## src/rtl/sdram_port_arbiter.sv

```systemverilog
// Two-requester round-robin arbiter onto the HPS SDRAM Avalon-MM bridge.
// An in-order tag FIFO of outstanding reads steers returned data to the requester that issued it.
//
// state  | meaning
// IDLE   | arbitrate among eligible requesters; winner forwarded combinationally
// LOCKED | slave stalled the winner; keep forwarding sel_q until accepted
module sdram_port_arbiter #(
  parameter int ADDR_W   = 32,
  parameter int DATA_W   = 64,
  parameter int MAX_PEND = 8
) (
  input  logic                          clk_clk,
  input  logic                          reset_reset_n,
  input  logic [ADDR_W-1:0]             m0_address,
  input  logic                          m0_read,
  input  logic                          m0_write,
  input  logic [DATA_W-1:0]             m0_writedata,
  input  logic [DATA_W/8-1:0]           m0_byteenable,
  output logic                          m0_waitrequest,
  output logic [DATA_W-1:0]             m0_readdata,
  output logic                          m0_readdatavalid,
  input  logic [ADDR_W-1:0]             m1_address,
  input  logic                          m1_read,
  input  logic                          m1_write,
  input  logic [DATA_W-1:0]             m1_writedata,
  input  logic [DATA_W/8-1:0]           m1_byteenable,
  output logic                          m1_waitrequest,
  output logic [DATA_W-1:0]             m1_readdata,
  output logic                          m1_readdatavalid,
  output logic [ADDR_W-1:0]             s_address,
  output logic                          s_read,
  output logic                          s_write,
  output logic [DATA_W-1:0]             s_writedata,
  output logic [DATA_W/8-1:0]           s_byteenable,
  input  logic                          s_waitrequest,
  input  logic [DATA_W-1:0]             s_readdata,
  input  logic                          s_readdatavalid,
  output logic [$clog2(MAX_PEND+1)-1:0] pend_count,
  output logic                          err_unexp_rdv,
  output logic                          err_rw_both
);

  localparam int PTR_W  = $clog2(MAX_PEND);
  localparam int PEND_W = $clog2(MAX_PEND+1);

  typedef enum logic {IDLE, LOCKED} state_e;

  state_e              state_q;
  logic                sel_q;
  logic                last_grant_q;
  logic                run_q;
  logic [PEND_W-1:0]   pend_q, pend_d;
  logic [MAX_PEND-1:0] tags_q;
  logic [PTR_W-1:0]    wr_ptr_q, rd_ptr_q;
  logic                err_unexp_q, err_rw_q;

  logic room, elig0, elig1, sel_c, active;
  logic cmd_rd, cmd_wr, accept, push, pop, head_tag;

  // run_q keeps the command path quiet from reset assertion until the first edge after release
  assign room  = pend_q < PEND_W'(MAX_PEND);
  assign elig0 = run_q & (m0_read | m0_write) & (m0_write | room);
  assign elig1 = run_q & (m1_read | m1_write) & (m1_write | room);

  always_comb begin
    sel_c  = 1'b0;
    active = 1'b0;
    if (state_q == LOCKED) begin
      sel_c  = sel_q;
      active = sel_q ? elig1 : elig0;
    end else begin
      active = elig0 | elig1;
      sel_c  = (elig0 & elig1) ? ~last_grant_q : elig1;
    end
  end

  // read+write together is treated as a write
  assign cmd_wr = sel_c ? m1_write : m0_write;
  assign cmd_rd = (sel_c ? m1_read : m0_read) & ~cmd_wr;

  assign s_read       = active & cmd_rd;
  assign s_write      = active & cmd_wr;
  assign s_address    = sel_c ? m1_address    : m0_address;
  assign s_writedata  = sel_c ? m1_writedata  : m0_writedata;
  assign s_byteenable = sel_c ? m1_byteenable : m0_byteenable;

  assign m0_waitrequest = ~(active & ~sel_c) | s_waitrequest;
  assign m1_waitrequest = ~(active &  sel_c) | s_waitrequest;

  assign accept   = active & ~s_waitrequest;
  assign push     = accept & cmd_rd;
  assign pop      = s_readdatavalid & (pend_q != '0);
  assign head_tag = tags_q[rd_ptr_q];

  assign m0_readdatavalid = pop & ~head_tag;
  assign m1_readdatavalid = pop &  head_tag;
  assign m0_readdata      = s_readdata;
  assign m1_readdata      = s_readdata;

  assign pend_d        = pend_q + PEND_W'(push) - PEND_W'(pop);
  assign pend_count    = pend_q;
  assign err_unexp_rdv = err_unexp_q;
  assign err_rw_both   = err_rw_q;

  always_ff @(posedge clk_clk or negedge reset_reset_n) begin
    if (!reset_reset_n) begin
      state_q      <= IDLE;
      sel_q        <= 1'b0;
      last_grant_q <= 1'b1;
      run_q        <= 1'b0;
    end else begin
      run_q <= 1'b1;
      if (accept) last_grant_q <= sel_c;
      case (state_q)
        IDLE: begin
          if (active && s_waitrequest) begin
            state_q <= LOCKED;
            sel_q   <= sel_c;
          end
        end
        LOCKED: begin
          if (!active || !s_waitrequest) state_q <= IDLE;
        end
        default: state_q <= IDLE;
      endcase
    end
  end

  always_ff @(posedge clk_clk or negedge reset_reset_n) begin
    if (!reset_reset_n) begin
      tags_q      <= '0;
      wr_ptr_q    <= '0;
      rd_ptr_q    <= '0;
      pend_q      <= '0;
      err_unexp_q <= 1'b0;
      err_rw_q    <= 1'b0;
    end else begin
      if (push) begin
        tags_q[wr_ptr_q] <= sel_c;
        wr_ptr_q         <= wr_ptr_q + PTR_W'(1);
      end
      if (pop) rd_ptr_q <= rd_ptr_q + PTR_W'(1);
      pend_q <= pend_d;
      if (s_readdatavalid && pend_q == '0) err_unexp_q <= 1'b1;
      if ((m0_read && m0_write) || (m1_read && m1_write)) err_rw_q <= 1'b1;
    end
  end

endmodule

```

## config.mk

```make
export PLATFORM = sky130hd
export DESIGN_NAME = sdram_port_arbiter
export DESIGN_NICKNAME = d
export VERILOG_FILES = /design/src/rtl/sdram_port_arbiter.sv
export SDC_FILE = /design/constraint.sdc
export NUM_CORES = 1
export LEC_CHECK = 0
export BUFFER_PORTS_ARGS = -buffer_cell sky130_fd_sc_hd__clkbuf_2
export CORE_AREA = 5 5 200 202
export CTS_CLUSTER_SIZE = 10
export DETAILED_ROUTE_END_ITERATION = 16
export DIE_AREA = 0 0 205 207
export REMOVE_ABC_BUFFERS = 1
export SLEW_MARGIN = 10
export SYNTH_ARGS = -nofsm -noshare
export SYNTH_HDL_FRONTEND = slang
export SYNTH_SLANG_ARGS = --single-unit
```

## constraint.sdc

```tcl
create_clock -name clk_clk -period 5.9 [get_ports clk_clk]
set_clock_uncertainty 0.1 [all_clocks]
set_input_delay 0.295 -clock clk_clk [delete_from_list [all_inputs] [get_ports clk_clk]]
set_output_delay 0.295 -clock clk_clk [all_outputs]
set_load 0.02 [all_outputs]
```

==> results.yml, run 1 <==
place:
  numPortBuffers: 331
  gp_congestion: 0.899
  placed_cell_area_sq_mm: 0.00485
  dp_hpwl_microns: 35100
drt:
  wl_met2_microns: 16600
  wl_met3_microns: 8210
  routed_wl_microns: 37200
  top_layer: "met5"
  vias_per_cell: 3.48
  wire_per_inst_microns: 34.5
  drt-met1-wl_microns: 11700
  drtPass1Iterations: 4
  drcViolationCount: 0
  route.vias.total: 3744
  drtIter0Drc: 198
  drtAntennaViolNets: 0
clock_tree:
  post_cts_buffers: 0
  clock_path_buffers: 2
  ctsHoldBuffers: 1
  post_cts_resize_count: 0
  clk-insertion-delay-late_ns: 0.26
  root_buffer: "clkbuf_16"
  clk_transition_reported_paths_ns: 0.06
  cts_max_level: 1
  cts_tree: "done"
  cts.sinks: 24
  cts_buffers: 3
final_layout:
  drive_gt1_share_pct: 71.3
  finalNetCount: 847
  fillers: 4384
  regArea_sq_um: 602
  multiInputGateArea_sq_mm: 0.00189
  utilization_pct: 13.0
  design_area_sq_mm: 0.00494
  area_growth_pct: 38.3
die:
  die_h_microns: 207
  io-pin-count: 524
  dieArea_sq_mm: 0.0424
  coreArea_sq_mm: 0.0381
  placementRows: 72
  dieWidth_microns: 205
  start_util_pct: 9.38
flow_run:
  cap_violations: 0
grt:
  grt_pass1_wl_microns: 44500
  grt_use_total_pct: 16.4
  grt_pass1_vias: 3790
  antenna_found_initial: 5
  grt_overflow: 0
  grt_max_degree: 52
logic_synthesis:
  yosys_warnings: 0
  synth_common_cells: "buf_4 (134), mux2_1 (58), mux2_2 (55)"
  syn_area_sq_mm: 0.00357
  synth_cell_type_count: 43
  yosys.area.top_type: "buf_4"
  synth_top_flop_cell: "dfrtp_1"
  yosys.cell_count.top_type: "buf_4"
  synth_cells: 363
  ys_seq_area_share_pct: 16.8
  synth_seq_cells: 24
  synth_top_area_share_pct: 28.2
  synth_edf_count: 0
  async_reset_ff_share_pct: 100
  synthTopCellsByArea: "buf_4 (28%), mux2_1 (18%), mux2_2 (17%)"
  syn_avg_cell_area_sq_um: 9.84
pwr:
  power_leakage_nw: 2.49
  p_switching_mw: 0.597
  p_int_mw: 0.653
  ir_drop_mv: 0.128
  power_density_mw_per_mm2: 253
  p_sw_share_pct: 47.8
  seq_power_share_pct: 22.0
  p_clk_share_pct: 11.9
  p_comb_share_pct: 66.1
  finalPower_mw: 1.25
min_path:
  hold_path_class: "input pin to flip-flop"
  min_from: "s_readdatavalid"
setup_path:
  critPathCapture: "s_writedata[16]"
  critPathLaunchType: "flip-flop"
  worstRegToRegCells: 10
  r2r_end: "pend_count[2]"
  r2r_start: "pend_count[3]"
  startpoint: "state_q"
  crit_required_ns: 5.51
  cp_max_fo: 51
  end_kind: "output pin"
  rrSetupSlack_ns: 2.65
  worstPathArrival_ns: 3.13
  critical_path_class: "flip-flop to output pin"
timing:
  finalHoldViolations: 0
  tightest_slew_ns: 1.03
  drv_slew: 0
  setup_violations: 0
  tns_ns: 0
  fin_crit_sh_pct: 59.7
  layout_min_cycle_time_ns: 3.52
  max_freq_mhz: 284
  rsz0062_at_grt: "no"
  slew_headroom_pct: 31.2
run_status:
  status: "completed"
[power by group through the flow]
stage | registers, mW | logic [mW] | clock network (mW)
final | 0.275 | 0.826 | 0.149
after global routing | 0.284 | 0.898 | 0.160
after CTS | 0.276 | 0.845 | 0.156
after detailed placement | 0.279 | 0.839 | 0
after global placement | 0.275 | 0.828 | 0
after floorplan | 0.287 | 0.499 | 0
[registers in the layout (all words and copies together) (netlist names)]
register / count
err_rw_both: 1
rd_ptr_q: 3
tags_q: 8
err_unexp_rdv: 1
pend_count: 4
last_grant_q: 1
state_q: 1
wr_ptr_q: 3
sel_q: 1
run_q: 1
[how the worst min path moves through the flow]
stage                    endpoint  cells past startpoint
global placement    pend_count[2]                      1
global route        err_unexp_rdv                      2
detailed placement  pend_count[1]                      1
finish              err_unexp_rdv                      2
floorplan             err_rw_both                      0
CTS                 err_unexp_rdv                      2
[metrics by stage]
stage               instances  setup WS (ns)  hold WS (ns)
global placement         1071           2.71         0.223
global route             1076           2.18         0.164
finish                   1077           2.38         0.162
CTS                      1076           2.35         0.161
floorplan                 220           1.09        -0.101
detailed placement       1071           2.61         0.238
[cell type report]
cell class,instances,area share (%)
multi-input combinational,185,38.2
inverter,11,0.835
antenna,1,0.0506
clock buffer,4,1.59
sequential,24,12.2
timing repair buffer,334,34.0
tap,518,13.1
[critical path, cell delays in order, from the launching register on]
cell      delay (ns)
dfrtp_1         0.45
nor2b_1         0.23
o21ai_1         0.16
o21ai_4         0.81
buf_4           0.62
mux2_2          0.40
clkbuf_2        0.16
[layout by cell type (no fill, tap or decap), types with 2 or more instances in the layout]
master     instances
clkbuf_2         331
o2111ai_1          3
dfrtp_1           23
o2111a_1           3
o21ai_1            2
nand2b_1           3
nand2_1            7
clkbuf_16          3
nor2_1             2
a21oi_1            2
mux4_2             2
mux2i_1            2
o21a_1             4
xnor2_1            5
mux2_2            55
o211ai_1           2
a21o_1             2
and3_1             2
mux2_1            58
ha_1               7
nor2b_1            5
buf_4              2
inv_1             11
[logic make-up (layout without fill, tap and decap cells)]
| family | after synthesis | after routing | share of synthesized area (%) |
|---|---|---|---|
| AOI/OAI and AO/OA | 28 | 28 | 6.55 |
| xor gates and xnor gates | 6 | 6 | 1.47 |
| adders and majority gates | 8 | 8 | 3.01 |
| buffers and inverters | 154 | 349 | 30.5 |
| DFF | 24 | 24 | 16.8 |
| muxes | 117 | 117 | 37.4 |
| other | 1 | 2 | 0.105 |
| and+or+nand+nor | 25 | 25 | 4.06 |
[metal layers]
layer  vias to the layer above  GRT usage (%)
met5                         -           3.57
met4                         6           2.03
met3                        39           15.7
met2                       505           26.6
met1                      1673           15.4
li1                       1521              -
No activity file was read; power rests on OpenSTA's default activity.
==> run 2: changes to the inputs <==
==> constraint.sdc (replaced) <==
create_clock -name clk_clk -period 3.32 [get_ports clk_clk]
set_clock_uncertainty 0.1 [all_clocks]
set_input_delay 0.166 -clock clk_clk [delete_from_list [all_inputs] [get_ports clk_clk]]
set_output_delay 0.166 -clock clk_clk [all_outputs]
set_load 0.02 [all_outputs]
==> results.yml, run 2 (synthesis gave the netlist of run 1 again) <==
timing:
  fin_crit_sh_pct: 84.6
  drv_slew: 0
  rsz0062_at_grt: "no"
  max_freq_mhz: 356
  layout_min_cycle_time_ns: 2.81
  finalHoldViolations: 0
  setup_violations: 0
  tightest_slew_ns: 0.617
  slew_headroom_pct: 58.8
setup_path:
  cp_top_family: "adder cells"
  worstPathArrival_ns: 2.86
  critical_path_class: "flip-flop to flip-flop"
  critPathMaxStageDelay_ns: 0.48
  crit_path_cell_trace: "nor2b_1 > o21a_1 > o21a_1 > o21ai_1 > ha_1 > inv_1 > ha_1 > inv_1 > fa_1 > inv_1"
  critPathLaunchType: "flip-flop"
  cp_common_cell: "inv_1"
  cp_max_fo: 11
  crit_required_ns: 3.37
  cp_num_buf_inv: 3
  cp_slowest_cell: "fa_1"
  end_kind: "flip-flop"
pwr:
  ir_drop_mv: 0.263
  p_comb_share_pct: 65.8
  p_int_mw: 1.19
  p_switching_mw: 1.07
  p_clk_share_pct: 12.5
  power_density_mw_per_mm2: 454
  p_sw_share_pct: 47.4
  seq_power_share_pct: 21.8
  power_leakage_nw: 2.51
grt:
  grt_overflow: 0
  grt_pass1_vias: 3884
  grt_max_degree: 116
  grt_use_total_pct: 16.4
  antenna_found_initial: 6
  grt_pass1_wl_microns: 44700
clock_tree:
  post_cts_resize_count: 0
  post_cts_buffers: 0
  ctsHoldBuffers: 1
  cts_buffers: 3
  cts_tree: "done"
  root_buffer: "clkbuf_16"
  clk_transition_reported_paths_ns: 0.06
  clk-insertion-delay-late_ns: 0.25
  cts.sinks: 24
  cts_max_level: 1
  clock_path_buffers: 2
die:
  coreArea_sq_mm: 0.0381
  placementRows: 72
  dieArea_sq_mm: 0.0424
  dieWidth_microns: 205
  io-pin-count: 524
  die_h_microns: 207
  start_util_pct: 9.38
final_layout:
  area_growth_pct: 39.1
  utilization_pct: 13.0
  largest_register_ff_count: 8
  final_common_cell: "clkbuf_2"
  regMostFlops: "tags_q"
  layout.cells.non_filler: 1078
  finalNetCount: 848
  final_cell_mix: "clkbuf_2 (331), mux2_1 (58), mux2_2 (55), dfrtp_1 (23), inv_1 (11)"
  drive_gt1_share_pct: 71.6
drt:
  wire_per_inst_microns: 34.2
  vias_per_cell: 3.43
  drtPass1Iterations: 4
  drcViolationCount: 0
  routed_wl_microns: 36900
  drtIter0Drc: 163
  drtAntennaViolNets: 0
  route.vias.total: 3696
min_path:
  hold_path_class: "input pin to flip-flop"
place:
  numPortBuffers: 331
  gp_congestion: 0.846
  dp_cells: 1072
  dp_hpwl_microns: 34500
flow_run:
  cap_violations: 0
run_status:
  status: "completed"
[run 2: cell types whose count changed in the layout (fill, tap and decap cells not counted), sizes merged]
cell	change
buf	+1
[run 2: worst paths after layout]
| path | startpoint | endpoint | slack [ns] | depth (start not counted) |
|---|---|---|---|---|
| worst max-delay path | pend_count[3] | pend_count[1] | 0.51 | 10 |
| worst min-delay path | s_readdatavalid | err_unexp_rdv | 0.03 | 2 |
| worst max register to register | pend_count[3] | pend_count[1] | 0.51 | 10 |
| worst min register to register | err_unexp_rdv | err_unexp_rdv | 0.35 | 1 |
| max in group asynchronous | reset_reset_n | tags_q[6] | 2.33 | 2 |
| min in group asynchronous | reset_reset_n | pend_count[1] | 0.39 | 2 |
[run 2: worst reg2reg max path: cells and delay by family, from the launching register on]
| family | cells | cell delay, ns |
|---|---|---|
| buffers and inverters | 3 | 0.14 |
| DFF | 1 | 0.41 |
| adders and majority gates | 3 | 0.94 |
| and+or+nand+nor | 1 | 0.24 |
| AOI/OAI and AO/OA | 3 | 0.86 |
[run 2: power groups by stage]
| stage | Combinational [mW] | Clock [mW] | Sequential (mW) |
|---|---|---|---|
| after floorplan | 0.887 | 0 | 0.509 |
| after global placement | 1.48 | 0 | 0.487 |
| after detailed placement | 1.51 | 0 | 0.496 |
| after CTS | 1.52 | 0.292 | 0.492 |
| after global routing | 1.62 | 0.303 | 0.507 |
| final | 1.48 | 0.281 | 0.492 |
[run 2: area by class of cell]
| class | count | area, sq um |
|---|---|---|
| Antenna cell | 1 | 2.50 |
| Tap cell | 518 | 648 |
| Inverter | 11 | 41.3 |
| Fill cell | 4396 | 33100 |
| Clock buffer | 4 | 88.8 |
| Timing Repair Buffer | 335 | 1700 |
| Sequential cell | 24 | 602 |
| Multi-Input combinational cell | 185 | 1890 |
[run 2: metrics by stage]
step	power, mW	hold slack, ns	TNS (ns)	setup WS [ns]	instance area [sq um]
after floorplan	1.40	-0.230	-145.54	-1.36	2520
after global placement	1.97	0.0970	0	0.639	4870
after detailed placement	2.01	0.104	0	0.517	4870
after CTS	2.31	0.0281	0	0.499	4970
after global routing	2.43	0.0320	0	0.313	4970
final	2.26	0.0317	0	0.510	4970
[run 2: layer usage]
layer | global-route usage (%) | up-vias | part of all wire, %
met4 | 2.91 | 6 | 2.2
li1 | - | 1527 | -
met2 | 25.9 | 503 | 43
met3 | 16.3 | 43 | 23
met5 | 4.72 | - | 0.54
met1 | 14.9 | 1617 | 31
